==> src/rtl/i2s_stereo_transmitter.sv <==
// I2S / left-justified stereo serializer with a free-running frame position counter.
// Optional build macro I2S_TX_HOLD_LAST_EN: repeat the last accepted pair on underrun.
module i2s_stereo_transmitter #(
  parameter int SAMPLE_W = 16,
  parameter int SLOT_W   = 16,
  parameter int MODE     = 0
) (
  input  logic                serial_clk,
  input  logic                reset,
  input  logic [SAMPLE_W-1:0] left_in,
  input  logic [SAMPLE_W-1:0] right_in,
  input  logic                sample_valid,
  output logic                sample_ready,
  output logic                word_select,
  output logic                sound_bit_out,
  output logic                frame_start,
  output logic                underrun
);

  localparam int FRAME = 2 * SLOT_W;
  localparam int PW    = $clog2(FRAME);

  localparam logic [PW-1:0] P_LAST  = PW'(FRAME - 1);
  localparam logic [PW-1:0] P_SLOT  = PW'(SLOT_W);
  localparam logic [PW-1:0] P_WS_LO = PW'(SLOT_W - 1);
  localparam logic [PW-1:0] P_WS_HI = PW'(FRAME - 2);

  logic [PW-1:0]       p;
  logic [PW-1:0]       p_next;
  logic [SAMPLE_W-1:0] cur_l, cur_r;
  logic [SAMPLE_W-1:0] next_l, next_r;
  logic [SAMPLE_W-1:0] fill_l, fill_r;
  logic                ws_next;
  logic                bit_next;

  // Left-justified bit for frame position pos, given the frame's sample pair.
  function automatic logic bit_at(input logic [PW-1:0]       pos,
                                  input logic [SAMPLE_W-1:0] l,
                                  input logic [SAMPLE_W-1:0] r);
    int         pi;
    logic [31:0] lx, rx;
    logic [4:0]  idx;
    pi     = 32'(pos);
    lx     = 32'(l);
    rx     = 32'(r);
    idx    = '0;
    bit_at = 1'b0;
    if (pi < SAMPLE_W) begin
      idx    = 5'(SAMPLE_W - 1 - pi);
      bit_at = lx[idx];
    end else if (pi >= SLOT_W && pi < SLOT_W + SAMPLE_W) begin
      idx    = 5'(SAMPLE_W - 1 - (pi - SLOT_W));
      bit_at = rx[idx];
    end
  endfunction

  // Handshake: sample_ready is high only in the last cycle of a frame; a pair is
  // taken on the edge where sample_ready && sample_valid, otherwise valid is ignored.
  assign sample_ready = (p == P_LAST);

`ifdef I2S_TX_HOLD_LAST_EN
  assign fill_l = cur_l;
  assign fill_r = cur_r;
`else
  assign fill_l = '0;
  assign fill_r = '0;
`endif

  always_comb begin
    p_next = sample_ready ? '0 : p + 1'b1;
    next_l = cur_l;
    next_r = cur_r;
    if (sample_ready) begin
      next_l = sample_valid ? left_in  : fill_l;
      next_r = sample_valid ? right_in : fill_r;
    end
    if (MODE == 1) begin
      ws_next  = (p_next >= P_SLOT);
      bit_next = bit_at(p_next, next_l, next_r);
    end else begin
      // I2S trails by one position, so it replays the old position with the old pair.
      ws_next  = (p_next >= P_WS_LO) && (p_next <= P_WS_HI);
      bit_next = bit_at(p, cur_l, cur_r);
    end
  end

  always_ff @(posedge serial_clk or negedge reset) begin
    if (!reset) begin
      p             <= P_LAST;
      cur_l         <= '0;
      cur_r         <= '0;
      word_select   <= 1'b0;
      sound_bit_out <= 1'b0;
      frame_start   <= 1'b0;
      underrun      <= 1'b0;
    end else begin
      p             <= p_next;
      cur_l         <= next_l;
      cur_r         <= next_r;
      word_select   <= ws_next;
      sound_bit_out <= bit_next;
      frame_start   <= sample_ready;
      underrun      <= sample_ready & ~sample_valid;
    end
  end

endmodule

==> config.mk <==
export PLATFORM = sky130hd
export DESIGN_NAME = i2s_stereo_transmitter
export DESIGN_NICKNAME = d
export VERILOG_FILES = /design/src/rtl/i2s_stereo_transmitter.sv
export SDC_FILE = /design/constraint.sdc
export NUM_CORES = 1
export LEC_CHECK = 0
export CAP_MARGIN = 0
export CORE_UTILIZATION = 40
export DETAILED_ROUTE_END_ITERATION = 10
export DONT_BUFFER_PORTS = 1
export GPL_TIMING_DRIVEN = 0
export SKIP_CTS_REPAIR_TIMING = 1
export SYNTH_ARGS = -nofsm -noshare
export SYNTH_HDL_FRONTEND = slang
export SYNTH_SLANG_ARGS = --single-unit
==> constraint.sdc <==
create_clock -name serial_clk -period 4.6 [get_ports serial_clk]
set_clock_uncertainty 0.05 [all_clocks]
set_input_delay 0.92 -clock serial_clk [delete_from_list [all_inputs] [get_ports serial_clk]]
set_output_delay 0.92 -clock serial_clk [all_outputs]
set_load 0.01 [all_outputs]
==> summary.md <==
| Metric | Value |
|---|---|
| Worst Setup SP | p[0] |
| Cell count after synthesis | 214 |
| Input/output buffers | 0 |
| Max Slew Vio Count | 0 |
| Vias | 1434 |
| Register share of total power | 50.9% |
| Synth Area per Inst | 9.41 sq um |
| FMAX | 354 MHz |
| Starting Density | 42.1% |
| Pre-antenna DRT Iters | 4 |
| Sink Count | 41 |
| RSZ-0062 raised after global routing | false |
| Core footprint | 4790 sq um |
| Mapped Area | 2010 sq um |
| Ys Warns | 0 |
| Commonest non-fill, non-tap cells in the layout | 69 x nand2_1, 36 x dfrtp_1, 35 x nand3_1, 16 x mux2i_1, 7 x clkbuf_8 |
| First-pass GRT wire length | 6960 um |
| Routed Antenna Nets | 0 |
| Clk_lat worst skew | 0.29 ns |
| Total GRT Usage | 17.8% |
| TritonCTS clock tree | built |
| Final hold slack | 0.262 ns |
| Final routed DRC violation total | 0 |
| Crit path arrival time | 1.85 ns |
| Synth area leaders | dfrtp_1 45%, nand2_1 13%, nand3_1 8.7%, mux2i_1 8.0%, dfstp_2 6.5% |
| Hpwl dp | 2930 um |
| Drt via density | 4.96 |
| Grt ovf | 0 |
| Largest net degree at the start of global routing | 42 |
| Max Buffers Root-to-Sink | 2 |
| Period utilisation layout | 61.4% |
| Status | complete, no violations |
| RR Startpoint | p[0] |
| Hold Path Class | primary input to asynchronous set/reset pin |
| Die H | 73.0 um |
| Req. time, crit path | 3.63 ns |
| H-tree depth | 2 |
| Sw Ratio | 20.1% |
| WL final | 4120 um |
| VDD IR max | 162 uV |
| Synthesized Nets | 252 |
| CTS Buf Count | 5 |
| # setup viols final | 0 |
| Initial DRC Count | 72 |
| Die area | 5320 sq um |
| EDFF count, synth | 0 |
| Logic pwr share | 3.3% |
| Worst-path maximum fanout | 11 |
| Ant diodes | 0 |
| Synthesis-stage register bit count | 41 |
| IO Count | 40 |
| Most common flop cell mapped by yosys | dfrtp_1 |
| Tmin final | 2.82 ns |
| Clock transition at path regs | 0.08 ns |
| LEAKAGE | 1.08 nW |
| WL/cell | 14.3 um |
| Max-slew headroom | 69.6% |
| Actual slew at the worst max-slew pin | 0.456 ns |
| Layout area overhead | 10.8% |
| Internal cell power | 0.601 mW |
| Pwr dens | 337 nW/um^2 |
| Number of global-route vias before repair | 1450 |
| Ys async rst share | 100% |
| Routability Congestion | 0.778 |
| Net load switching power | 0.151 mW |
| CP startpoint kind | register |
| Area share of the largest cell type after synthesis | 44.7% |
| Crit Path Class | register to output port |
| Rows | 25 |
| Synth unique cells | 31 |
| Setup TNS | 0 ns |
| Layout cell share with drive strength beyond 1 | 13.1% |
| Area leader, netlist | dfrtp_1 |
| Clk root buf | clkbuf_8 |
| Critical path capture point type | output port |
| Seq/Total Area, Yosys | 51.2% |
| Final net count | 259 |
| Max cap viols | 0 |
| Chip Width | 73.0 um |
| Commonest non-fill, non-tap cell in the layout | nand2_1 |
| Clk pwr share | 45.8% |
| Final hold vios | 0 |
| Initial antenna violation count | 0 |
-- layout make-up --
cell class | instances | area (sq um)
Tap cell | 67 | 83.8
Multi-Input combinational cell | 153 | 848
Clock inverter | 3 | 65.1
Fill cell | 474 | 2550
Buffer | 15 | 115
Sequential cell | 41 | 1030
Inverter | 5 | 18.8
Clock buffer | 5 | 68.8
-- cell families after synthesis --
group / count (synthesis) / synth area share [%]
adder cells (fa/ha/maj): 3 / 1.86
multiplexers: 16 / 7.95
AO/OA/AOI/OAI: 12 / 4.16
buffers and inverters: 20 / 6.65
XOR/XNOR: 4 / 1.74
flip-flops: 41 / 51.2
AND/OR/NAND/NOR: 118 / 26.4
-- state kept, by name (all words and copies together), names as in the netlist --
register	cells
underrun	1
cur_l	16
p	5
sound_bit_out	1
word_select	1
frame_start	1
cur_r	16
-- stage by stage --
step | util [%] | setup slack [ns] | cells | power, mW | instance area, sq um
6_report | 46.6 | 1.78 | 289 | 0.752 | 2230
5_1_grt | 46.6 | 1.64 | 289 | 0.785 | 2230
4_1_cts | 46.6 | 1.74 | 289 | 0.759 | 2230
3_5_place_dp | 43.8 | 2.09 | 281 | 0.415 | 2100
3_3_place_gp | 43.8 | 2.06 | 281 | 0.414 | 2100
2_1_floorplan | - | 2.33 | 214 | 0.407 | 2010
-- power groups by stage --
stage               registers [mW]  logic (mW)  clock network, mW
global placement             0.389      0.0245                  0
detailed placement           0.390      0.0252                  0
finish                       0.383      0.0247              0.344
global route                 0.385      0.0291              0.371
floorplan                    0.388      0.0195                  0
CTS                          0.383      0.0252              0.351
-- synth_stat cells (2+ instances only) --
cell type and number:
buf_2 3, clkbuf_8 2, dfrtp_1 36, nand3_1 35, nor2_1 3, nand4b_1 2, nand2_1 69, inv_1 4
buf_6 2, mux2i_1 16, ha_1 3, clkbuf_1 6, and2b_2 2, a21oi_1 2, xor2_1 4, o22ai_1 2
dfstp_2 5, a22oi_1 4, and3_2 2
-- worst max-delay path, stage by stage, from the launching register on --
cell and delay [ns]:
dfstp_2 0.58, ha_1 0.27, nand4_2 0.23, inv_2 0.20, buf_2 0.27
-- worst paths after layout --
path / endpoint / slack, ns / cells past startpoint
worst min register to register: cur_l[3] / 0.42 / 2
worst max register to register: cur_l[2] / 2.71 / 6
worst min-delay path: word_select / 0.26 / 0
max in group asynchronous: p[2] / 4.06 / 0
worst max-delay path: sample_ready / 1.78 / 4
min in group serial_clk: cur_l[3] / 0.42 / 2
-- metal layers --
layer  global-route usage, %  vias up  share of wire, %
met4                    7.19        0               1.4
met2                    27.6       34                46
met5                       0        -                 0
li1                        -      727                 -
met3                    4.56        5               4.3
met1                    23.8      668                48
No activity file was read; power rests on OpenSTA's default activity.
